File: src/rtl/bcd_pkg.sv
// Shared types and constants for the sequential BCD-to-binary converter.
package bcd_pkg;

   typedef enum logic [1:0] {
      IDLE = 2'd0,
      CONV = 2'd1,
      DONE = 2'd2
   } state_t;

   localparam int DEF_NUM_DIGITS = 5;
   localparam int DEF_BIN_W      = 16;
   localparam int DIGIT_W        = 4;
   localparam int ADJ_THRESH     = 8;

endpackage

File: src/rtl/bcd_digit_adj.sv
// Per-digit correction for the reverse double-dabble step: a digit that
// reaches 8 after the right shift had a carry-in of 10 and is pulled back by 3.
module bcd_digit_adj
   import bcd_pkg::*;
(
   input  logic [DIGIT_W-1:0] d,
   output logic [DIGIT_W-1:0] q
);

   assign q = (d >= DIGIT_W'(ADJ_THRESH)) ? d - DIGIT_W'(3) : d;

endmodule

File: src/rtl/bcd_to_bin_seq.sv
// Sequential BCD-to-binary converter (shift-right / subtract-3), one bit per clock.
// Optional macro SIGNED_OUT_EN adds sign_in and a two's-complement result.
module bcd_to_bin_seq
   import bcd_pkg::*;
#(
   parameter int NUM_DIGITS = DEF_NUM_DIGITS,
   parameter int BIN_W      = DEF_BIN_W
) (
   input  logic                          clk,
   input  logic                          rst,
   input  logic                          start,
   input  logic [DIGIT_W*NUM_DIGITS-1:0] bcd_in,
`ifdef SIGNED_OUT_EN
   input  logic                          sign_in,
`endif
   output logic                          busy,
   output logic                          done,
   output logic [BIN_W-1:0]              bin_out,
   output logic                          ovf,
   output logic                          err
);

   localparam int BCD_W = DIGIT_W * NUM_DIGITS;
   localparam int ITER  = BIN_W + 1;
   localparam int CNT_W = $clog2(ITER + 1);
   localparam logic [CNT_W-1:0] LAST_STEP = CNT_W'(ITER - 1);

   state_t           state, state_nxt;
   logic [BCD_W-1:0] bcd_reg, bcd_shift, bcd_nxt;
   logic [ITER-1:0]  acc, acc_nxt;
   logic [CNT_W-1:0] cnt;
   logic             bad_digit;
   logic             accept;
   logic             last_step;
   logic [BIN_W-1:0] res_val;
   logic             res_ovf;

   always_comb begin
      bad_digit = 1'b0;
      for (int i = 0; i < NUM_DIGITS; i++) begin
         if (bcd_in[i*DIGIT_W +: DIGIT_W] > DIGIT_W'(9)) bad_digit = 1'b1;
      end
   end

   // One conversion step: {bcd_reg, acc} >> 1, then correct every digit.
   assign bcd_shift = bcd_reg >> 1;
   assign acc_nxt   = {bcd_reg[0], acc[ITER-1:1]};

   for (genvar g = 0; g < NUM_DIGITS; g++) begin : g_adj
      bcd_digit_adj u_adj (
         .d (bcd_shift[g*DIGIT_W +: DIGIT_W]),
         .q (bcd_nxt[g*DIGIT_W +: DIGIT_W])
      );
   end

`ifdef SIGNED_OUT_EN
   logic sign_reg;
   logic mag_hi;

   always_comb begin
      // Magnitude beyond BIN_W bits, regardless of sign.
      mag_hi  = acc_nxt[BIN_W] | (|bcd_nxt);
      res_val = sign_reg ? (~acc_nxt[BIN_W-1:0] + 1'b1) : acc_nxt[BIN_W-1:0];
      if (sign_reg)
         res_ovf = mag_hi | (acc_nxt[BIN_W-1] & (|acc_nxt[BIN_W-2:0]));
      else
         res_ovf = mag_hi | acc_nxt[BIN_W-1];
   end

   always_ff @(posedge clk or posedge rst) begin
      if (rst)         sign_reg <= 1'b0;
      else if (accept) sign_reg <= sign_in;
   end
`else
   always_comb begin
      res_val = acc_nxt[BIN_W-1:0];
      res_ovf = acc_nxt[BIN_W] | (|bcd_nxt);
   end
`endif

   // NOTE: sequential state uses non-blocking assignments so every register
   // samples pre-edge values; blocking here would create order-dependent races.
   always_ff @(posedge clk or posedge rst) begin
      if (rst) state <= IDLE;
      else     state <= state_nxt;
   end

   always_comb begin
      state_nxt = state;
      accept    = 1'b0;
      last_step = 1'b0;
      unique case (state)
         IDLE: if (start) begin
            accept    = 1'b1;
            state_nxt = bad_digit ? DONE : CONV;
         end
         CONV: if (cnt == LAST_STEP) begin
            last_step = 1'b1;
            state_nxt = DONE;
         end
         DONE:    state_nxt = IDLE;
         default: state_nxt = IDLE;
      endcase
   end

   assign busy = (state == CONV);
   assign done = (state == DONE);

   always_ff @(posedge clk or posedge rst) begin
      if (rst) begin
         bcd_reg <= '0;
         acc     <= '0;
         cnt     <= '0;
         bin_out <= '0;
         ovf     <= 1'b0;
         err     <= 1'b0;
      end else if (accept) begin
         bcd_reg <= bcd_in;
         acc     <= '0;
         cnt     <= '0;
         ovf     <= 1'b0;
         err     <= bad_digit;
         if (bad_digit) bin_out <= '0;
      end else if (busy) begin
         bcd_reg <= bcd_nxt;
         acc     <= acc_nxt;
         cnt     <= cnt + 1'b1;
         if (last_step) begin
            bin_out <= res_val;
            ovf     <= res_ovf;
         end
      end
   end

endmodule

File: config.mk
export PLATFORM = sky130hd
export DESIGN_NAME = bcd_to_bin_seq
export DESIGN_NICKNAME = d
export VERILOG_FILES = /design/src/rtl/bcd_pkg.sv /design/src/rtl/bcd_digit_adj.sv /design/src/rtl/bcd_to_bin_seq.sv
export SDC_FILE = /design/constraint.sdc
export NUM_CORES = 1
export LEC_CHECK = 0
export BUFFER_PORTS_ARGS = -buffer_cell sky130_fd_sc_hd__buf_2
export CORE_ASPECT_RATIO = 1.4
export CORE_MARGIN = 2
export CORE_UTILIZATION = 40
export DETAILED_ROUTE_END_ITERATION = 12
export HOLD_SLACK_MARGIN = 0.08
export PLACE_DENSITY_LB_ADDON = 0.08
export SLEW_MARGIN = 20
export SYNTH_ARGS = -nofsm -noshare
export SYNTH_HDL_FRONTEND = slang
export SYNTH_SLANG_ARGS = --single-unit
export TNS_END_PERCENT = 20
File: constraint.sdc
create_clock -name clk -period 2.5 [get_ports clk]
set_clock_uncertainty 0.05 [all_clocks]
set_input_delay 0.375 -clock clk [delete_from_list [all_inputs] [get_ports clk]]
set_output_delay 0.375 -clock clk [all_outputs]
set_load 0.05 [all_outputs]
## Word level (Yosys, flattened, before mapping)

Cells that the tools add are included.

- Bitwise gates (word level): 1
- Reduce and logical (&&, ||, !) cells: 7
- Equality and inequality tests: 6
- Add/sub/neg operators: 6
- Multiplexer cells: 31
- Order comparisons: 10

Operators by type and width:

| cell | count |
|---|---|
| $mux W16 | 4 |
| $mux W20 | 2 |
| $mux W17 | 2 |
| $gt A4 B4 Y1 const B | 5 |
| $mux W4 | 5 |
| $reduce_or A20 Y1 | 1 |
| $ge A4 B4 Y1 const B | 4 |
| $sub A4 B2 Y4 const B | 4 |
| $mux W1 | 12 |
| $mux W5 | 2 |
| $mux W2 | 3 |
| $add A5 B1 Y5 const B | 1 |
| $eq A5 B5 Y1 const B | 1 |
| $ge A3 B4 Y1 const B | 1 |
| $ne A2 B2 Y1 const B | 2 |
| $pmux W2 S2 | 1 |
| $reduce_and A2 Y1 | 2 |
| $reduce_bool A2 Y1 | 2 |
| $sub A3 B2 Y4 const B | 1 |
| $reduce_and A3 Y1 | 1 |
| $eq A2 B1 Y1 const B | 1 |
| $eq A2 B2 Y1 const B | 1 |
| $logic_not A2 Y1 | 1 |
| $ne A2 B1 Y1 const B | 1 |
| $or A1 B1 Y1 | 1 |

- Input bits: 23
- Register bits after elaboration: 62
- Output and inout bits: 20
- Word-level logic and storage cells: 68

## Longest topological paths before layout

- Depth after elaboration: 9
- Gate-level depth with buffers: 8

## By module

From an unflattened synthesis, not the netlist that was laid out.

- Cell total of the unflattened synthesis: 306
- Area, all modules: 3,029.2 um2

By module, submodules not included:

| module | area an instance (um2) | times used | seq. area each (um2) | cells an instance |
|---|---|---|---|---|
| bcd_to_bin_seq | 2,647.5 | 1 | 1,526.5 | 251 |
| bcd_digit_adj | 76.3 | 5 | 0.0 | 11 |

## Least setup slack after synthesis

Ideal clock, no wire load.

- Path type: register to output
- From: register state[1]
- To: output busy
- Required time: 2.075 ns
- Arrival time: 1.203 ns
- Buffers on the path: 3
- Cell stages (with the launch flop): 6
- Setup slack: 0.872 ns
- Path through: dfrtp_1 > nand2b_1 > buf_2 > inv_2 > buf_2 > buf_2

- Cells in the longest elaborated chain, start to end: 1

Ends and longest elaborated chain:

| what | RTL line | text |
|---|---|---|
| start, declared | bcd_to_bin_seq.sv:28 | `state_t state, state_nxt;` |
| start signal, assigned | bcd_to_bin_seq.sv:85 | `else state <= state_nxt;` |
| $eq A2 B1 Y1 | bcd_to_bin_seq.sv:106 | `assign busy = (state == CONV);` |
| end, declared | bcd_to_bin_seq.sv:16 | `output logic busy,` |

Every way passes these cells.

## Final worst setup path

Same ends and word-level chain as after synthesis.

==> results.md <==
* Vias in the first global route at ~2.3k
* FMAX at around 0.5 GHz
* Die ar. at just over 8000 sq um
* Register area share after synthesis at between 50% and 60%
* CTS max path bufs at 2
* Final wirelength at ~6700 um
* CP Class: reg -> out
* Worst Max-Slew Pin Slew at 0.773 ns
* Pint at around 2000 uW
* Post-CTS sizing at 0
* Syn Area/Cell at ~9.4 sq um
* Clock power share at 34.4%
* Nets at 393
* CP Data Required Time at approximately 2.1 ns
* Final Setup Violations at 0
* NetSw at slightly above 900 uW
* Routed Antenna Nets at 0
* RSZ-0062 raised after global routing: no
* Initial Util at ~40%
* GR Overflow Total at 0
* Total track usage at approximately 18%
* H-tree lvl count at 3
* Most common cell after layout, fill and taps aside: dfrtp_1
* WP data arrival at around 1.6 ns
* XOR/XNOR share of the synthesized area at ~2.3%
* Max FFs per register at 20
* CTS buffer count at 9
* Hold Path Sink: bcd_reg[16]
* Multiplexer share of the synthesized area at approximately 1.3%
* Per-cell routed wire length at between 10 and 15 um
* Hold Fails Final Rpt at 0
* I/O Buffers at 42
* Ys Warns at 0
* Number of synthesized register bits at 61
* Hold Path Cell Cnt at 3
* Reg2Reg Depth at 5
* Worst-path clk slew at around 0.07 ns
* Critical Path Fanout Max at 20
* Clk root buf: clkbuf_8
* Slew Limit Fails at 0
* Critical Path End Type: output port
* Post-synthesis simple-gate area fraction at approximately a quarter
* Antenna violations before repair at 0
* P&R area growth vs syn at 17.9%
* Ant. Diodes at 0
* Largest net degree at the start of global routing at 62
* Pre-antenna DRT Iters at 5
* Final GP Congestion at between 0.7 and 0.8
* Vias at between 2k and 2.5k
* Hold Path Origin: bcd_in[16]
* Compound-gate portion of the synthesized area at between 10% and 20%
* Synthesized Nets at 352
* Main combinational cell family by area after synthesis: simple AND/OR/NAND/NOR gates
* Power per Cell Area at ~830 nW/um^2
* Status: finished clean
* Period Utilization, post-route at between 80% and 90%
* Mapped Area at approximately 3000 sq um
* Cts hold-fix bufs at 1
* Global-route wire length before repair at 11500 um
* Async set-reset flop share out of synthesis at between 90% and 100%
* Number of flops mapped to enable cells by yosys at 0
* Io pins at between 40 and 50
* Via density at a little over 5
* Initial drt markers at roughly 160
* Commonest cells after routing, fill and taps aside: 61 x dfrtp_1, 47 x nand2_1, 44 x nor2_1
* Slew HR at approximately 48%
* Clock Sinks at a little over 60
* Final core occ at around half
* DIE WIDTH at 77.0 um
* Top FF cell, synth: dfrtp_1
* DIE HEIGHT at between 100 and 150 um
* Std cell rows at 37
* Max_cap viols at 0
* Switch share at 31.2%
* Core footprint at ~7300 sq um
* R2R Setup Slk at between 0.6 and 0.7 ns
* Synth cell types at 35
* Leak at 0.00167 uW
* Number of cells produced by synthesis at approximately 320
* DRC viols at 0
* Peak supply drop at about 0.54 mV
* Layout cells sized above 1 at a little over a fifth
* Worst Setup Start Kind: flip-flop
* Adder-cell area share of the yosys netlist at under 10%
* Share of total power in combinational logic at a little over a fifth
* Sequential share of power at roughly 45%
* Hold Crit Class: in -> reg
* DP Wirelength at roughly 4400 um
* Crit Reg-Reg Startpoint: state[1]
* Crit path time final at 2.00 ns
* Clock Latency Late Sink at between 0.3 and 0.4 ns
* Crit Reg-Reg Endpoint: bin_out[1]
* TritonCTS clock tree: done
* Setup TNS at 0 ns
* Post-CTS Setup Repair Bufs at 0
## metrics by stage
step                      hold WS [ns]  instance area (sq um)  std cells  setup WS, ns  total power, uW
after floorplan                  0.399                   2990        319         0.562             1770
after global placement           0.418                   3290        445         0.560             1940
after detailed placement         0.423                   3290        445         0.539             1950
after CTS                        0.179                   3520        462         0.462             2970
after global routing             0.194                   3520        462         0.425             3110
final                            0.195                   3520        462         0.499             2930
## cells in the mapped netlist, drive strengths merged (2+ instances only)
master,number,share of area (%)
mux2i,4,1.3
o21a,2,0.50
a221o,7,2.3
nand3,12,2.0
xnor2,7,2.1
and2,5,1.0
ha,10,4.2
or4,3,0.75
clkbuf,6,0.75
nor3,17,4.5
nand2,47,5.9
nand4,3,0.63
inv,13,1.6
nor2,44,5.5
o21ai,37,6.2
dfrtp,61,51
a22oi,7,1.8
nand4b,3,0.88
buf,14,2.7
nor2b,5,1.0
a21oi,3,0.50
## critical path: stages (launching register included)
cell and delay [ns]:
dfrtp_1 0.42, nand2b_1 0.18, inv_2 0.28, buf_2 0.34
## final cells by class
cell class,count,area (sq um)
clock buffer,13,159
multi-input combinational,225,1320
clock inverter,3,67.6
inverter,13,48.8
sequential,61,1530
timing repair buffer,50,285
fill,732,3790
tap,97,121
## logic make-up (layout without fill, tap and decap cells)
family	after synthesis	in the layout
AOI/OAI and AO/OA	60	60
xor gates and xnor gates	8	8
adders and majority gates	10	10
buffers and inverters	33	79
DFF	61	61
muxes	4	4
and+or+nand+nor	143	143
## worst max-delay path by stage
stage                     slack [ns]     endpoint  cells past startpoint       start
after floorplan                 0.56      acc[10]                      1         rst
after global placement          0.56  bin_out[11]                      5  bcd_in[14]
after detailed placement        0.54   bin_out[1]                      5  bcd_in[14]
after CTS                       0.46         busy                      3    state[1]
after global routing            0.42         busy                      3    state[1]
final                           0.50         busy                      3    state[1]
## power by group through the flow
stage                     logic [uW]  clock network [uW]  registers [uW]
after detailed placement         620                   0            1330
after floorplan                  514                   0            1250
after CTS                        624                1040            1310
final                            611                1010            1310
after global placement           608                   0            1330
after global routing             698                1080            1340
## per-layer routing
layer  GRT usage [%]  wire [um]  up-vias
met1            23.5       3070     1142
met5               0          0        -
met3            4.58        309        7
met2            28.3       3250       55
met4            6.89        108        0
li1                -          -     1159
Note: power is estimated with default switching activity, not from simulation.
